### config.mk
export PLATFORM = sky130hd
export DESIGN_NAME = stage6_ti4_serializer
export DESIGN_NICKNAME = d
export VERILOG_FILES = /design/src/rtl/stage6_ti4_serializer_pkg.sv /design/src/rtl/stage6_ti4_serializer_fifo.sv /design/src/rtl/stage6_ti4_serializer.sv
export SDC_FILE = /design/constraint.sdc
export NUM_CORES = 1
export LEC_CHECK = 0
export CELL_PAD_IN_SITES_DETAIL_PLACEMENT = 1
export CELL_PAD_IN_SITES_GLOBAL_PLACEMENT = 2
export CORE_UTILIZATION = 43
export CTS_CLUSTER_DIAMETER = 200
export DETAILED_ROUTE_END_ITERATION = 10
export PLACE_DENSITY = 0.86
export SLEW_MARGIN = 0
export SYNTH_ARGS = -nofsm -noshare
export SYNTH_HDL_FRONTEND = slang
export SYNTH_SLANG_ARGS = --single-unit
### constraint.sdc
create_clock -name clk -period 5.7 [get_ports clk]
set_input_delay 0.57 -clock clk [delete_from_list [all_inputs] [get_ports clk]]
set_output_delay 0.57 -clock clk [all_outputs]
set_load 0.05 [all_outputs]
### src/rtl/stage6_ti4_serializer_pkg.sv
// Shared widths, FSM state encoding and lane helper for the stage-6 TI4 serializer.
package stage6_ti4_serializer_pkg;

  localparam int FIELD_TI4_BITS = 32;
  localparam int DEFAUT_INFOR   = 0;
  localparam int TI4_LANE_W     = 2;
  localparam int TI4_FIFO_DEPTH = 4;

  typedef enum logic {
    S6_IDLE = 1'b0,
    S6_EMIT = 1'b1
  } s6_state_e;

  // Zero-based index of the lowest set lane; an empty mask never reaches here.
  function automatic logic [TI4_LANE_W-1:0] lowest_lane(input logic [2:0] m);
    if (m[0])      return 2'd0;
    else if (m[1]) return 2'd1;
    else           return 2'd2;
  endfunction

endpackage

### src/rtl/stage6_ti4_serializer_fifo.sv
// Beat FIFO: stores {TI4_1, TI4_2, TI4_3, mask}; exposes head and the entry behind it.
module ti4_beat_fifo #(
  parameter int W     = 99,
  parameter int DEPTH = 4,
  parameter int CW    = $clog2(DEPTH) + 1
) (
  input  logic          clk,
  input  logic          rst,
  input  logic          push_i,
  input  logic [W-1:0]  din_i,
  input  logic          pop_i,
  output logic [W-1:0]  head_o,
  output logic [W-1:0]  head_next_o,
  output logic [CW-1:0] count_o,
  output logic          full_o,
  output logic          empty_o
);

  localparam int AW = $clog2(DEPTH);
  localparam logic [AW-1:0] PTR_ONE = AW'(1);

  logic [W-1:0]  mem [DEPTH];
  logic [AW-1:0] wr_ptr_q, wr_ptr_d;
  logic [AW-1:0] rd_ptr_q, rd_ptr_d;
  logic [AW-1:0] rd_ptr_nxt;
  logic [CW-1:0] count_q, count_d;
  logic          do_push, do_pop;

  assign full_o      = (count_q == CW'(DEPTH));
  assign empty_o     = (count_q == '0);
  assign count_o     = count_q;
  assign do_push     = push_i & ~full_o;
  assign do_pop      = pop_i & ~empty_o;
  assign rd_ptr_nxt  = rd_ptr_q + PTR_ONE;
  assign head_o      = mem[rd_ptr_q];
  assign head_next_o = mem[rd_ptr_nxt];

  always_comb begin
    wr_ptr_d = do_push ? wr_ptr_q + PTR_ONE : wr_ptr_q;
    rd_ptr_d = do_pop ? rd_ptr_nxt : rd_ptr_q;
    count_d  = count_q;
    case ({do_push, do_pop})
      2'b10:   count_d = count_q + CW'(1);
      2'b01:   count_d = count_q - CW'(1);
      default: count_d = count_q;
    endcase
  end

  always_ff @(posedge clk) begin
    if (do_push) mem[wr_ptr_q] <= din_i;
  end

  always_ff @(posedge clk or posedge rst) begin
    if (rst) begin
      wr_ptr_q <= '0;
      rd_ptr_q <= '0;
      count_q  <= '0;
    end else begin
      wr_ptr_q <= wr_ptr_d;
      rd_ptr_q <= rd_ptr_d;
      count_q  <= count_d;
    end
  end

endmodule

### src/rtl/stage6_ti4_serializer.sv
// Buffers three-lane TI4 beats and emits the non-default fields one per handshake, tagged by lane.
module stage6_ti4_serializer
  import stage6_ti4_serializer_pkg::*;
#(
  parameter int                 TI4_W       = FIELD_TI4_BITS,
  parameter logic [TI4_W-1:0]   DEFAULT_VAL = TI4_W'(DEFAUT_INFOR),
  parameter int                 DEPTH       = TI4_FIFO_DEPTH,
  parameter int                 CNT_W       = 16
) (
  input  logic                  clk,
  input  logic                  rst,
  input  logic                  in_valid,
  output logic                  in_ready,
  input  logic [TI4_W-1:0]      TI4_1,
  input  logic [TI4_W-1:0]      TI4_2,
  input  logic [TI4_W-1:0]      TI4_3,
  output logic                  out_valid,
  input  logic                  out_ready,
  output logic [TI4_W-1:0]      out_data,
  output logic [TI4_LANE_W-1:0] out_lane,
  output logic                  out_last,
  output logic [CNT_W-1:0]      beat_cnt,
  output logic [CNT_W-1:0]      drop_cnt
);

  localparam int EW = 3 * TI4_W + 3;
  localparam int CW = $clog2(DEPTH) + 1;

  logic [TI4_W-1:0] in_field   [3];
  logic [TI4_W-1:0] head_field [3];
  logic [2:0]       in_mask;
  logic [EW-1:0]    head, head_next;
  logic [CW-1:0]    count;
  logic             full, empty;
  logic [2:0]       head_mask, next_mask, lane_le, higher;
  logic             accept, push, pop, emit, fire, cur_last;

  s6_state_e             state_q, state_d;
  logic [TI4_LANE_W-1:0] lane_q, lane_d;
  logic [CNT_W-1:0]      beat_cnt_q, drop_cnt_q;

  assign in_field[0] = TI4_1;
  assign in_field[1] = TI4_2;
  assign in_field[2] = TI4_3;

  for (genvar gi = 0; gi < 3; gi++) begin : g_lane
    assign in_mask[gi]    = (in_field[gi] != DEFAULT_VAL);
    assign head_field[gi] = head[3 + (2 - gi) * TI4_W +: TI4_W];
  end

  ti4_beat_fifo #(.W(EW), .DEPTH(DEPTH), .CW(CW)) u_fifo (
    .clk         (clk),
    .rst         (rst),
    .push_i      (push),
    .din_i       ({TI4_1, TI4_2, TI4_3, in_mask}),
    .pop_i       (pop),
    .head_o      (head),
    .head_next_o (head_next),
    .count_o     (count),
    .full_o      (full),
    .empty_o     (empty)
  );

  assign in_ready  = ~full;
  assign accept    = in_valid & in_ready;
  assign push      = accept & (|in_mask);
  assign head_mask = head[2:0];
  assign next_mask = head_next[2:0];
  assign emit      = (state_q == S6_EMIT);
  // lane_le covers lane_q and everything below it; what remains are lanes still to emit.
  assign lane_le   = (3'd2 << lane_q) - 3'd1;
  assign higher    = head_mask & ~lane_le;
  assign cur_last  = (higher == 3'd0);
  assign fire      = emit & out_ready;
  assign pop       = fire & cur_last;

  always_comb begin
    state_d = state_q;
    lane_d  = lane_q;
    case (state_q)
      S6_IDLE: begin
        if (!empty) begin
          state_d = S6_EMIT;
          lane_d  = lowest_lane(head_mask);
        end else if (push) begin
          // Enter EMIT on the push edge so the beat shows one cycle after acceptance.
          state_d = S6_EMIT;
          lane_d  = lowest_lane(in_mask);
        end
      end
      S6_EMIT: begin
        if (fire) begin
          if (!cur_last) begin
            lane_d = lowest_lane(higher);
          end else if (count > CW'(1)) begin
            lane_d = lowest_lane(next_mask);
          end else if (push) begin
            lane_d = lowest_lane(in_mask);
          end else begin
            state_d = S6_IDLE;
          end
        end
      end
      default: state_d = S6_IDLE;
    endcase
  end

  always_ff @(posedge clk or posedge rst) begin
    if (rst) begin
      state_q    <= S6_IDLE;
      lane_q     <= '0;
      beat_cnt_q <= '0;
      drop_cnt_q <= '0;
    end else begin
      state_q <= state_d;
      lane_q  <= lane_d;
      if (push && (beat_cnt_q != '1)) beat_cnt_q <= beat_cnt_q + CNT_W'(1);
      if (accept && !(|in_mask) && (drop_cnt_q != '1)) drop_cnt_q <= drop_cnt_q + CNT_W'(1);
    end
  end

  assign out_valid = emit;
  assign out_data  = emit ? head_field[lane_q] : '0;
  assign out_lane  = emit ? lane_q + 2'd1 : 2'd0;
  assign out_last  = emit & cur_last;
  assign beat_cnt  = beat_cnt_q;
  assign drop_cnt  = drop_cnt_q;

endmodule

* Word-level counts from Yosys, hierarchy flattened
Memories as Yosys holds them, arrays and structs flattened. Cells that the tools add are included.
Word-level totals: bits in writable memories 396, input port bits 100, register bits 42, memories kept 1, output and inout bits 69, logic and storage cells 77
Memories:
- u_fifo.mem | depth 4, bits a word 99, rd ports 2, clocked after memory_dff 0, write ports 1, line stage6_ti4_serializer_fifo.sv:22 | logic [W-1:0] mem [DEPTH];
Cells by class: order comparisons 2, eq/ne operators 6, bitwise operators 13, shifts and indexed selects 1, add/sub/neg operators 8, muxes and demuxes 28, reductions and logical operators 11
Operators by type and width (count):
- 2-to-1 mux 32 bit | 3
- nonzero test 32 bit | 3
- binary-select mux 32 bit (select 2 bit) | 1
- adder 16 x 1 -> 16 bit, second input constant | 2
- inequality test 16 bit, second input constant | 2
- 2-to-1 mux 2 bit | 14
- AND 1 bit | 7
- 2-to-1 mux 1 bit | 7
- adder 2 x 1 -> 2 bit, second input constant | 3
- logical NOT 3 bit | 2
- case mux 3 bit (2 select lines) | 1
- subtractor 3 x 1 -> 3 bit, second input constant | 2
- case mux 2 bit (2 select lines) | 1
- adder 3 x 1 -> 3 bit, second input constant | 1
- AND 3 bit | 1
- equality test 3 bit, second input constant | 1
- >= comparator 3 bit, second input constant | 1
- greater-than comparator 3 x 1 -> 1 bit, second input constant | 1
- logical AND 1 bit | 3
- NOT 1 bit | 3
- NOT 2 -> 3 bit | 1
- NOT 3 bit | 1
- OR reduction 3 bit | 1
- << shifter 2 x 2 -> 3 bit, first input constant | 1
- other kinds (6) | 6

* Longest topological paths before layout
depth in word-level cells 9, gate-level depth with buffers 11

* By module
From an unflattened synthesis, not the netlist that was laid out.
Unflattened totals: cell total of the unflattened synthesis 1051, area total of the unflattened synthesis 20064.2 µm²
By module, submodules not included:
- ti4_beat_fifo | times used 1, cells an instance 676, sequential area each 12066.6 µm², area each 17082.6 µm²
- stage6_ti4_serializer | times used 1, cells an instance 375, sequential area each 875.8 µm², area each 2981.6 µm²

* Worst setup path before layout
Ideal clock, no wire load.
path type register to register, start point reg u_fifo.count_q[0], in the netlist u_fifo.count_o[0], end point mem u_fifo.mem[0][0], enable pin, setup slack 1.165 ns, stages on the path, launching flop included 8, setup time 0.469 ns, period minus slack after synthesis 4.535 ns, data required time 5.231 ns, arrival 4.065 ns, cell sequence dfrtp_1 -> inv_1 -> ha_1 -> nand2_1 -> nand2_1 -> a21oi_1 -> buf_2 -> and2_1
Between the ends: cells in the longest elaborated chain, start to end 7
Ends and longest elaborated chain:
- from (decl) | line stage6_ti4_serializer_fifo.sv:26 | logic [CW-1:0] count_q, count_d;
- from (signal assigned) | line stage6_ti4_serializer_fifo.sv:61 | count_q <= count_d;
- equality test 3 bit * | line stage6_ti4_serializer_fifo.sv:29 | assign full_o = (count_q == CW'(DEPTH));
- NOT 1 bit * | line stage6_ti4_serializer.sv:64 | assign in_ready = ~full;
- net in_ready | line stage6_ti4_serializer.sv:13 | output logic in_ready,
- AND 1 bit | line stage6_ti4_serializer.sv:65 | assign accept = in_valid & in_ready;
- AND 1 bit | line stage6_ti4_serializer.sv:66 | assign push = accept & (|in_mask);
- AND 1 bit * | line stage6_ti4_serializer_fifo.sv:32 | assign do_push = push_i & ~full_o;
- 2-to-1 mux 1 bit * | line stage6_ti4_serializer_fifo.sv:50 | if (do_push) mem[wr_ptr_q] <= din_i;
- 2-to-1 mux 1 bit (implied by the code) * | line stage6_ti4_serializer_fifo.sv:50
- to (decl) | line stage6_ti4_serializer_fifo.sv:22
The timed path passes the listed nets; every way through them passes the cells marked *.

* Worst setup path after layout
start point reg u_fifo.rd_ptr_q[0], end point out out_data[6]
Between the ends: cells in the longest elaborated chain, start to end 5
Ends and longest elaborated chain:
- from (decl) | line stage6_ti4_serializer_fifo.sv:24 | logic [AW-1:0] rd_ptr_q, rd_ptr_d;
- from (signal assigned) | line stage6_ti4_serializer_fifo.sv:60 | rd_ptr_q <= rd_ptr_d;
- memory read (4 x 99 bit)
- binary-select mux 32 bit (select 2 bit) | line stage6_ti4_serializer.sv:123 | assign out_data = emit ? head_field[lane_q] : '0;
- 2-to-1 mux 32 bit (implied by the code) (2 in series) | line stage6_ti4_serializer.sv:123
- 2-to-1 mux 32 bit | line stage6_ti4_serializer.sv:123
- to (decl) | line stage6_ti4_serializer.sv:19 | output logic [TI4_W-1:0] out_data,
No other way between the ends. The select of a mux whose other input is x is not followed.

==> impl_metrics.env <==
export IMPL_outcome="complete, no violations"
export IMPL_grt_pass1_vias=10400
export IMPL_grt_setup_unrepaired="false"
export IMPL_antenna_found_initial=2
export IMPL_maxSlewHeadroom=0.377
export IMPL_final_cell_mix="edfxtp_1 (396), clkdlybuf4s50_1 (168), mux4_2 (101)"
export IMPL_cpPeakStageDelay_ns=0.98
export IMPL_post_cts_buffers=0
export IMPL_synth_top_family_by_area="multiplexers"
export IMPL_ys_ff_latch=438
export IMPL_ys_types=39
export IMPL_p_switching_mw=4.14
export IMPL_worstPathArrival_ns=3.97
export IMPL_die_area_um2=42000
export IMPL_via_per_inst=5.56
export IMPL_numCtsBuffers=46
export IMPL_layout_commonest_cell="edfxtp_1"
export IMPL_port_buffers=168
export IMPL_seqPwrFrac=0.387
export IMPL_p_leak_nw=7.41
export IMPL_ant_nets=0
export IMPL_drive_above_1_share=0.181
export IMPL_area_growth_pct=21.6
export IMPL_synth_edf_count=396
export IMPL_drc=0
export IMPL_synth_warnings=0
export IMPL_timing_rr_start="lane_q[1]"
export IMPL_crit_type="reg2out"
export IMPL_critPathSlowestCell="dfrtp_4"
export IMPL_p_sw_frac=0.352
export IMPL_coreArea_um2=40200
export IMPL_synthAdderAreaFrac=0.00919
export IMPL_worstRegToRegCells=11
export IMPL_htree_levels=2
export IMPL_ys_async_sr_fraction=0.0959
export IMPL_cap_viol_max_count=0
export IMPL_netlist_area_um2=17700
export IMPL_die_h_um=205
export IMPL_gr_total_overflow=0
export IMPL_hold_buffers=0
export IMPL_ys_seq_area_frac=0.732
export IMPL_cp_startpoint="u_fifo.rd_ptr_q[0]"
export IMPL_via_count=9385
export IMPL_setup_violations=0
export IMPL_io_pins=169
export IMPL_hpwl_um=27700
export IMPL_tns_ns=0
export IMPL_ir_drop_uv=231
export IMPL_syn_nets=1044
export IMPL_drt_pass1_iter_count=5
export IMPL_power_internal_mw=7.61
export IMPL_cp_cell_sequence="buf_4, mux4_2, mux2i_1, o22ai_1, and2_1, clkdlybuf4s50_1"
export IMPL_avgRoutedWirePerCell_um=25.3
export IMPL_die_x_um=205
export IMPL_clkTransAtPathRegs_ns=0.06
export IMPL_synthXorXnorAreaFrac=0.0173
export IMPL_clock_path_buffers=3
export IMPL_power_total_mw=11.8
export IMPL_clkPwrFrac=0.248
export IMPL_grt_pass1_wl_um=64600
export IMPL_routed_wl_um=42700
export IMPL_clock_latency_ns=0.58
export IMPL_synth_simple_area_share=0.0558
export IMPL_fmax_mhz=220
export IMPL_synth_compound_area_frac=0.0182
export IMPL_end_kind="primary output"
export IMPL_worstMarginPinSlew_ns=0.934
export IMPL_hp_class="in2async"
export IMPL_grt_total_usage=0.211
export IMPL_gp_congestion=0.748
export IMPL_hold_viol=0
export IMPL_cts_resized=0
export IMPL_drt_iter0_markers=529
export IMPL_cts_tree="done"
export IMPL_min_period_ns=4.54
export IMPL_row_count=73
export IMPL_ys_flop_type="edfxtp_1"
export IMPL_period_share=0.797
export IMPL_syn_inst=931
export IMPL_initial_core_util=0.440
export IMPL_p_per_area_nw_per_um2=546
export IMPL_clock_sinks=438
export IMPL_synthMuxAreaShare=0.149
export IMPL_critPathRequiredTime_ns=5.13
export IMPL_grt_max_degree=60
export IMPL_syn_avg_cell_area_um2=19.0
export IMPL_drv_slew=0
export IMPL_skew_ns=0.0200
export IMPL_fin_nets=1241
export IMPL_worstSetupStartpointType="flop"
export IMPL_cp_max_fo=40
export IMPL_hold_ws_ns=0.444
export IMPL_combinationalPowerShare=0.365
export IMPL_root_buffer="clkbuf_16"
final timing paths:
kind / end / slack [ns]
setup / recovery: out_data[6] / 1.16
hold / removal: drop_cnt[9] / 0.44
setup reg to reg: u_fifo.count_o[2] / 2.37
hold reg to reg: beat_cnt[6] / 0.49
max in group asynchronous: u_fifo.rd_ptr_q[1] / 4.81
min in group clk: beat_cnt[6] / 0.49
cell usage after synthesis, types with 6 or more instances:
cell type | number | area (um2)
a21oi_1 | 6 | 30.0
and2_1 | 42 | 263
and3_1 | 6 | 37.5
buf_1 | 6 | 22.5
buf_2 | 16 | 80.1
clkbuf_1 | 17 | 63.8
dfrtp_1 | 42 | 1050
edfxtp_1 | 396 | 11900
ha_1 | 13 | 163
inv_1 | 44 | 165
mux2i_1 | 33 | 330
mux4_2 | 101 | 2270
nand2_1 | 26 | 97.6
nand3_1 | 12 | 60.1
nand4_1 | 16 | 100
nor2_1 | 21 | 78.8
nor3_1 | 6 | 30.0
nor4_1 | 25 | 156
o22ai_1 | 33 | 206
xnor2_1 | 19 | 166
xor2_1 | 16 | 140
critical path, delay by kind of cell (launching register included):
kind | cells | cell delay (ns)
flops | 1 | 0.98
compound gates | 1 | 0.18
buf+inv | 2 | 1.13
simple gates | 1 | 0.24
mux | 2 | 0.85
registers in the layout, summed over array words and instances, names as in the netlist:
signal and cells:
u_fifo.count_o 3, u_fifo.wr_ptr_q 2, u_fifo.rd_ptr_q 2, drop_cnt 16
beat_cnt 16, lane_q 2, u_fifo.mem 396, out_valid 1
per-layer routing:
metal,track usage,part of all wire
met3,0.0369,0.053
met4,0.0720,0.026
met2,0.361,0.51
met5,0,0.00030
met1,0.271,0.41
cell families (layout without fill, tap and decap cells):
family          Yosys count  after routing
compound gates           52             52
xor+xnor                 35             35
fa+ha+maj                13             13
buf+inv                  85            317
flops                   438            438
mux                     136            136
other cells               0              1
simple gates            172            172
power groups by stage:
stage	logic [mW]	registers [mW]	clock network, mW
floorplan	3.02	4.49	0
global route	4.56	4.62	3.08
CTS	4.38	4.57	2.98
global placement	4.29	4.57	0
detailed placement	4.35	4.63	0
finish	4.29	4.55	2.91
through the flow:
| stage | utilization | instance area, um2 | worst slack (ns) | instances |
|---|---|---|---|---|
| finish | 0.535 | 21500 | 1.16 | 1689 |
| global route | 0.535 | 21500 | 0.965 | 1689 |
| CTS | 0.535 | 21500 | 1.06 | 1688 |
| detailed placement | 0.499 | 20000 | 1.42 | 1605 |
| global placement | 0.499 | 20000 | 1.46 | 1605 |
| floorplan | - | 17700 | 1.17 | 931 |
layout make-up:
type | count | area [um2]
Fill cell | 3659 | 18700
Sequential cell | 438 | 12900
Multi-Input combinational cell | 408 | 4420
Timing Repair Buffer | 189 | 1850
Clock buffer | 53 | 1190
Tap cell | 525 | 657
Clock inverter | 30 | 274
Inverter | 45 | 169
Antenna cell | 1 | 2.50
Power figures use the tool's default switching activity.
